## config.mk

```make
export PLATFORM = sky130hd
export DESIGN_NAME = mux_rr_arbiter
export DESIGN_NICKNAME = d
export VERILOG_FILES = /design/src/rtl/mux_arb_pkg.sv /design/src/rtl/rr_pick3.sv /design/src/rtl/mux_rr_arbiter.sv
export SDC_FILE = /design/constraint.sdc
export NUM_CORES = 1
export LEC_CHECK = 0
export CORE_MARGIN = 5
export CORE_UTILIZATION = 42
export DETAILED_ROUTE_END_ITERATION = 6
export GPL_TIMING_DRIVEN = 0
export PLACE_DENSITY_LB_ADDON = 0.05
export SKIP_LAST_GASP = 1
export SYNTH_ARGS = -nofsm -noshare
export SYNTH_HDL_FRONTEND = slang
export SYNTH_HIERARCHICAL = 1
export SYNTH_SLANG_ARGS = --single-unit
```

## constraint.sdc

```tcl
create_clock -name clk -period 3 [get_ports clk]
set_input_delay 0.75 -clock clk [delete_from_list [all_inputs] [get_ports clk]]
set_output_delay 0.75 -clock clk [all_outputs]
set_load 0.05 [all_outputs]
```

## src/rtl/mux_arb_pkg.sv

```systemverilog
// Shared types and constants for the round-robin mux arbiter.
// Requester ids double as mux select codes; 2'b11 is never produced.
package mux_arb_pkg;

   typedef enum logic {IDLE, BUSY} arb_state_t;

   localparam logic [1:0] SRC_A = 2'd0;
   localparam logic [1:0] SRC_B = 2'd1;
   localparam logic [1:0] SRC_C = 2'd2;
   localparam int         N_REQ = 3;

   // Successor in the 0 -> 1 -> 2 -> 0 rotation.
   function automatic logic [1:0] next_src(input logic [1:0] s);
      return (s == SRC_C) ? SRC_A : s + 2'd1;
   endfunction

endpackage

```

## src/rtl/rr_pick3.sv

```systemverilog
// Combinational round-robin pick among three requesters: the winner is the
// first set req bit at or after ptr, scanning 0 -> 1 -> 2 -> 0.
module rr_pick3
   import mux_arb_pkg::*;
(
   input  logic [N_REQ-1:0] req,
   input  logic [1:0]       ptr,
   output logic [1:0]       win,
   output logic             any
);

   logic [3:0] req_pad;
   logic [1:0] ptr1;
   logic [1:0] ptr2;

   // Padding lets a 2-bit index address the vector without running off the end.
   assign req_pad = {1'b0, req};
   assign ptr1    = next_src(ptr);
   assign ptr2    = next_src(ptr1);
   assign any     = |req;

   always_comb begin
      // NOTE: win gets a value before any branch, so no path leaves it unassigned (no latch).
      win = ptr;
      if (req_pad[ptr])
         win = ptr;
      else if (req_pad[ptr1])
         win = ptr1;
      else if (req_pad[ptr2])
         win = ptr2;
   end

endmodule

```

## src/rtl/mux_rr_arbiter.sv

```systemverilog
// Round-robin arbiter sharing a 3:1 data mux between requesters a/b/c, with a
// valid/ready result register. Optional grant counters under MUX_ARB_STATS_EN.
module mux_rr_arbiter
   import mux_arb_pkg::*;
#(
   parameter int DATA_W = 4,
   parameter int OUT_W  = 6,
   parameter int CNT_W  = 8
) (
   input  logic              clk,
   input  logic              rst,
   input  logic [N_REQ-1:0]  req,
   input  logic [DATA_W-1:0] a,
   input  logic [DATA_W-1:0] b,
   input  logic [DATA_W-1:0] c,
   output logic [N_REQ-1:0]  gnt,
   output logic [1:0]        sel,
   output logic              out_valid,
   input  logic              out_ready,
   output logic [OUT_W-1:0]  out_data,
`ifdef MUX_ARB_STATS_EN
   input  logic              cnt_clr,
   output logic [CNT_W-1:0]  cnt_a,
   output logic [CNT_W-1:0]  cnt_b,
   output logic [CNT_W-1:0]  cnt_c,
`endif
   output logic [1:0]        out_src
);

   arb_state_t        state, state_nxt;
   logic [1:0]        ptr;
   logic [1:0]        win;
   logic              any;
   logic              capture;
   logic [DATA_W-1:0] mux_data;

   rr_pick3 u_pick (
      .req (req),
      .ptr (ptr),
      .win (win),
      .any (any)
   );

   always_comb begin
      case (win)
         SRC_A:   mux_data = a;
         SRC_B:   mux_data = b;
         SRC_C:   mux_data = c;
         default: mux_data = '0;
      endcase
   end

   always_comb begin
      state_nxt = state;
      capture   = 1'b0;
      case (state)
         IDLE: if (any) begin
            capture   = 1'b1;
            state_nxt = BUSY;
         end
         BUSY: if (out_ready) begin
            // A handshake with a request pending refills in the same edge.
            if (any) capture   = 1'b1;
            else     state_nxt = IDLE;
         end
         default: state_nxt = IDLE;
      endcase
   end

   // NOTE: sequential state uses non-blocking assignments so every flop samples pre-edge values.
   always_ff @(posedge clk or posedge rst) begin
      if (rst) state <= IDLE;
      else     state <= state_nxt;
   end

   always_ff @(posedge clk or posedge rst) begin
      if (rst) begin
         gnt      <= '0;
         ptr      <= SRC_A;
         out_src  <= SRC_A;
         out_data <= '0;
      end else begin
         gnt <= '0;
         if (capture) begin
            gnt      <= N_REQ'(1) << win;
            ptr      <= next_src(win);
            out_src  <= win;
            out_data <= OUT_W'(mux_data);
         end
      end
   end

   // Reset clears the state flop asynchronously, so valid drops without waiting for clk.
   assign out_valid = (state == BUSY);
   assign sel       = out_src;

`ifdef MUX_ARB_STATS_EN
   logic [N_REQ-1:0][CNT_W-1:0] cnt;

   always_ff @(posedge clk or posedge rst) begin
      if (rst) begin
         cnt <= '0;
      end else begin
         for (int i = 0; i < N_REQ; i++) begin
            if (cnt_clr)
               cnt[i] <= '0;
            else if (gnt[i] && (cnt[i] != '1))
               cnt[i] <= cnt[i] + CNT_W'(1);
         end
      end
   end

   assign cnt_a = cnt[0];
   assign cnt_b = cnt[1];
   assign cnt_c = cnt[2];
`endif

endmodule

```

==> results of run 1 <==
-- cells by family (layout without fill, tap and decap cells) --
group / after synthesis / count (layout) / synth area share [%]
AO/OA/AOI/OAI: 16 / 16 / 15.8
flip-flops: 12 / 12 / 45.0
AND/OR/NAND/NOR: 18 / 18 / 18.4
other: 1 / 2 / 0.562
multiplexers: 6 / 6 / 9.94
buffers and inverters: 11 / 43 / 10.3
-- flip-flops by register name, indices dropped and copies added (netlist names) --
| register | flops |
|---|---|
| out_src | 2 |
| out_data | 4 |
| out_valid | 1 |
| gnt | 3 |
| ptr | 2 |
-- routing by layer --
| metal | vias up | part of all wire (%) |
|---|---|---|
| met2 | 28 | 44 |
| met4 | 0 | 2.0 |
| met1 | 244 | 43 |
| li1 | 282 | - |
| met5 | - | 0 |
| met3 | 2 | 11 |
-- power groups by stage --
stage / sequential (µW) / clock, µW / combinational [µW]
finish: 215 / 96.0 / 338
global route: 222 / 112 / 358
CTS: 216 / 101 / 341
detailed placement: 219 / 0 / 341
global placement: 218 / 0 / 337
floorplan: 310 / 0 / 139
-- layout make-up --
type                       instances  area, µm²  share of cell area (%)
buffer                             7       53.8                    5.36
clock buffer                       3       22.5                    2.24
inverter                           4       15.0                    1.50
multi-input combinational         42        302                    30.0
sequential                        12        300                    29.9
tap                               16       20.0                    2.00
timing repair buffer              29        290                    28.9
-- metrics by stage --
| stage | total power (µW) | hold WS [ns] | util (%) | setup WS, ns | instances |
|---|---|---|---|---|---|
| global placement | 555 | 0.498 | 65.1 | 0.520 | 110 |
| detailed placement | 559 | 0.519 | 65.1 | 0.508 | 110 |
| floorplan | 449 | 0.472 | - | 1.19 | 65 |
| global route | 693 | 0.576 | 66.6 | 0.660 | 113 |
| CTS | 658 | 0.535 | 66.6 | 0.709 | 113 |
| finish | 649 | 0.528 | 66.6 | 0.726 | 113 |
-- placed cells by master, fill, tap and decap left out, drive strengths merged, types with 2 or more instances in the layout --
cell type and n:
a31oi 4, clkdlybuf4s50 29, mux2i 4, a21oi 4, nand2 5, buf 7, inv 4, or2 4
dfrtp 12, mux2 2, nor2b 2, conb 2, a21o 3, clkbuf 3
-- final timing paths --
check,endpoint,slack (ns),cells after the start,from
min in group asynchronous,gnt[1],0.79,2,rst
worst min register to register,ptr[0],0.53,1,ptr[0]
worst max register to register,out_data[0],1.43,7,ptr[0]
worst min-delay path,ptr[0],0.53,1,ptr[0]
worst max-delay path,sel[0],0.73,2,out_src[0]
max in group asynchronous,out_data[2],1.90,2,rst
-- worst max-delay path, stage by stage (launching register included) --
cell	delay, ns
dfrtp_1	0.37
buf_4	0.11
clkdlybuf4s50_1	0.78
==> results.sh, run 1 <==
export IMPL_ctsHoldBuffers=0
export IMPL_fin_nets=117
export IMPL_ir_worst_vdd_v=0.000278
export IMPL_synth_ff_type="dfrtp_1"
export IMPL_final_period_utilization_pct=75.8
export IMPL_insertion_delay_ns=0.27
export IMPL_yosysWarnings=6
export IMPL_cts_sinks=12
export IMPL_yosysMostFrequentCell="dfrtp_1"
export IMPL_p_seq_share_pct=33.2
export IMPL_ios=32
export IMPL_wirelength_um=1330
export IMPL_startpoint_type="flop"
export IMPL_drcViolationCount=0
export IMPL_drive_gt1_share_pct=17.5
export IMPL_die_w_um=49.8
export IMPL_syn2layout_area_growth_pct=50.5
export IMPL_cp_required_ns=2.25
export IMPL_synth_area_per_cell_um2=10.4
export IMPL_grt_pass1_wl_um=2350
export IMPL_port_buffer_count=29
export IMPL_worstSetupEndpointType="output port"
export IMPL_final_area_mm2=0.00100
export IMPL_p_comb_share_pct=52.0
export IMPL_ys_seq_area_share_pct=45.0
export IMPL_drtIter0Drc=2
export IMPL_busiest_layer="met2"
export IMPL_yosysUniqueCellTypes=28
export IMPL_rsz0062_at_grt="no"
export IMPL_skew_ns=0.00289
export IMPL_p_int_uw=382
export IMPL_hpwl_um=1070
export IMPL_gp_congestion=0.654
export IMPL_path_class="reg2out"
export IMPL_sw_frac_of_total_pct=41.1
export IMPL_tightest_slew_ns=0.501
export IMPL_gr_total_overflow=0
export IMPL_post_route_min_period_ns=2.27
export IMPL_initial_core_util_pct=44.3
export IMPL_path_max_fanout=3
export IMPL_cts_made_buffers=3
export IMPL_yosysTopAreaCell="dfrtp_1"
export IMPL_use_met1_pct=13.8
export IMPL_post_drt_wl_per_cell_um=11.7
export IMPL_maxCapViolations=0
export IMPL_setup_viol=0
export IMPL_die_area_mm2=0.00248
export IMPL_grt_max_degree=13
export IMPL_tns_ns=0
export IMPL_n_fill_cell=142
export IMPL_cts_resized_gates=0
export IMPL_yosys_top_cells_area="dfrtp_1 (45%), mux2i_1 (6.0%), buf_4 (5.6%)"
export IMPL_hp_class="reg2reg"
export IMPL_critPathArrivalTime_ns=1.52
export IMPL_row_count=14
export IMPL_postRouteAntennaNets=0
export IMPL_status="finished, final reports clean"
export IMPL_netlist_area_leader_share_pct=45.0
export IMPL_grt_util_met3_pct=3.01
export IMPL_synth_enable_flop_cells=0
export IMPL_cts_tree="built"
export IMPL_cellLeakagePower_uw=0.000451
export IMPL_grt_antenna_before_repair=0
export IMPL_insertedDiodeCount=0
export IMPL_p_sw_uw=267
export IMPL_htreeDepth=1
export IMPL_clockRootBuffer="clkbuf_4"
export IMPL_clk_pin_slew_worst_paths_ns=0.07
export IMPL_postCtsSetupBuffers=0
export IMPL_place_area_um2=981
export IMPL_first_pass_iters=4
export IMPL_grt_use_total_pct=12.5
export IMPL_vias=556
export IMPL_synth_commonest_cells="dfrtp_1 (12), buf_4 (5), nand2_1 (5)"
export IMPL_maxSlewHeadroom_pct=66.5
export IMPL_clk_path_buf_depth=2
export IMPL_async_reset_ff_share_pct=100
export IMPL_grt_util_met2_pct=19.7
export IMPL_grt_pass1_vias=554
export IMPL_hold_violations=0
export IMPL_routed_via_density=4.92
export IMPL_pwr_share_clk_pct=14.8
export IMPL_power_density_mw_per_mm2=647
export IMPL_netlist_instances=64
export IMPL_die_h_um=49.8
export IMPL_maxSlewViolCount=0
export IMPL_syn_area_um2=667
export IMPL_fp_coreArea_mm2=0.00151
export IMPL_ys_ff_latch=12
export IMPL_fmax_ghz=0.440
No activity file was read; power rests on OpenSTA's default activity.
==> run 2, diff against run 1 <==
--- a/config.mk
+++ b/config.mk
@@ -6,7 +6,7 @@
 export NUM_CORES = 1
 export LEC_CHECK = 0
 export CORE_MARGIN = 5
-export CORE_UTILIZATION = 42
+export CORE_UTILIZATION = 35
 export DETAILED_ROUTE_END_ITERATION = 6
 export GPL_TIMING_DRIVEN = 0
 export PLACE_DENSITY_LB_ADDON = 0.05
==> constraint.sdc (replaced) <==
create_clock -name clk -period 2 [get_ports clk]
set_input_delay 0.5 -clock clk [delete_from_list [all_inputs] [get_ports clk]]
set_output_delay 0.5 -clock clk [all_outputs]
set_load 0.05 [all_outputs]
==> run 2 against run 1 <==
First-iteration DRC count increased by 100%. Largest power group unchanged. Non-clock buffer count unchanged. Clock power up 95%. Largest cell class unchanged. Sequential power rose by 51%. Hold slack got worse by 0.0045 ns. Sequential cell count is the same. Die area rose by 16%. Global-route usage is 1.2 points lower. Sequential share of layout area fell by 1.0 points. Power increased by 56%. Final area grew 3.5%.
==> results.sh, run 2 (synthesis gave the netlist of run 1 again) <==
export IMPL_crit_chain="clkdlybuf4s50_1"
export IMPL_vias=553
export IMPL_final_cell_count_no_fill=123
export IMPL_slowest_stage="clkdlybuf4s50_1"
export IMPL_drtIter0Drc=4
export IMPL_clk_pin_slew_worst_paths_ns=0.07
export IMPL_crit_family="buffers and inverters"
export IMPL_grt_max_degree=13
export IMPL_maxCapViolations=0
export IMPL_grt_antenna_before_repair=0
export IMPL_cp_required_ns=1.50
export IMPL_post_drt_wl_per_cell_um=11.4
export IMPL_status="finished, final reports clean"
export IMPL_hp_class="reg2reg"
export IMPL_hold_violations=0
export IMPL_ios=32
export IMPL_largest_reg_flops=4
export IMPL_wirelength_um=1400
export IMPL_die_w_um=53.7
export IMPL_n_fill_cell=167
export IMPL_ctsHoldBuffers=0
export IMPL_clockRootBuffer="clkbuf_4"
export IMPL_final_common_cell="clkdlybuf4s50_1"
export IMPL_drive_gt1_share_pct=18.4
export IMPL_gr_total_overflow=0
export IMPL_drcViolationCount=0
export IMPL_postRouteAntennaNets=0
export IMPL_die_area_mm2=0.00288
export IMPL_cts_tree="built"
export IMPL_htreeDepth=1
export IMPL_post_route_min_period_ns=1.94
export IMPL_die_h_um=53.7
export IMPL_row_count=15
export IMPL_initial_core_util_pct=37.8
export IMPL_first_pass_iters=2
export IMPL_fin_util_pct=58.9
export IMPL_maxSlewViolCount=0
export IMPL_critPathArrivalTime_ns=1.44
export IMPL_syn2layout_area_growth_pct=55.7
export IMPL_path_class="reg2out"
export IMPL_fmax_ghz=0.516
export IMPL_seqCellArea_um2=300
export IMPL_maxSlewHeadroom_pct=66.0
export IMPL_skew_ns=0.000744
export IMPL_cts_sinks=12
export IMPL_cts_made_buffers=3
export IMPL_routed_via_density=4.50
export IMPL_tns_ns=0
export IMPL_grt_pass1_vias=523
export IMPL_ir_worst_vdd_v=0.000493
export IMPL_grt_use_total_pct=11.3
export IMPL_top_regs="out_data x4, gnt x3"
export IMPL_rsz0062_at_grt="no"
export IMPL_fin_nets=117
export IMPL_fp_coreArea_mm2=0.00176
export IMPL_multi_input_area_um2=307
export IMPL_tightest_slew_ns=0.510
export IMPL_worst_path_buf_inv=1
export IMPL_setup_viol=0
export IMPL_insertion_delay_ns=0.27
export IMPL_cpPeakStageDelay_ns=0.81
export IMPL_final_period_utilization_pct=97.0
export IMPL_worstSetupEndpointType="output port"
export IMPL_final_cell_mix="clkdlybuf4s50_1 (24), dfrtp_1 (12), buf_4 (5), nand2_1 (5)"
export IMPL_port_buffer_count=29
export IMPL_grt_pass1_wl_um=2300
export IMPL_hpwl_um=1120
export IMPL_startpoint_type="flop"
export IMPL_power_density_mw_per_mm2=978
export IMPL_place_area_um2=992
export IMPL_rrSetupSlack_ns=0.42
export IMPL_clk_path_buf_depth=2
export IMPL_gp_congestion=0.700
export IMPL_top_register="out_data"
export IMPL_final_area_mm2=0.00104
export IMPL_path_max_fanout=2
export IMPL_cellLeakagePower_uw=0.000491
export IMPL_dp_cells=119
export IMPL_insertedDiodeCount=0
-- run 2: changes by cell type in the layout (fill, tap and decap cells not counted), sizes merged --
cell           previous run  this run
clkdlybuf4s50            29        24
dlygate4sd2               0         2
dlymetal6s2s              0         3
clkbuf                    3         4
-- run 2: what timing repair did --
action,CTS,global route
buffers inserted,0,0
gates resized for setup,2,4
endpoints found under the setup margin,2,7
-- run 2: worst paths after layout --
path | start | endpoint | cells past startpoint
worst max register to register | ptr[0] | out_data[1] | 7
max in group asynchronous | rst | out_data[3] | 2
worst max-delay path | out_data[3] | out_data[3] | 1
min in group asynchronous | rst | out_src[0] | 2
worst min register to register | ptr[0] | ptr[0] | 1
worst min-delay path | ptr[0] | ptr[0] | 1
-- run 2: report_power, final --
part,internal [µW],switching [µW]
combinational,206,299
sequential,292,31.9
clock,111,76.0
total,609,407
-- run 2: final cells by class --
class / count / share of cell area, %
multi-input cells: 42 / 29.5
flip-flops and latches: 12 / 28.9
repair buffers: 29 / 28.4
plain buffers: 7 / 5.18
clock buffers: 4 / 3.49
well taps: 25 / 3.01
inverters: 4 / 1.45
-- run 2: metal layers --
metal	GRT usage (%)	part of all wire [%]
met5	0	0
met4	7.66	2.2
met3	2.77	7.1
met2	16.5	45
met1	14.5	46
-- run 2: per-stage QoR --
| stage | hold slack (ns) | worst slack [ns] | total power, µW |
|---|---|---|---|
| final | 0.524 | 0.0607 | 1020 |
| after detailed placement | 0.497 | -0.259 | 843 |
| after global placement | 0.501 | -0.249 | 837 |
| after global routing | 0.551 | 0.00456 | 1080 |
| after CTS | 0.524 | 0.0102 | 1020 |
| after floorplan | 0.365 | 0.436 | 673 |
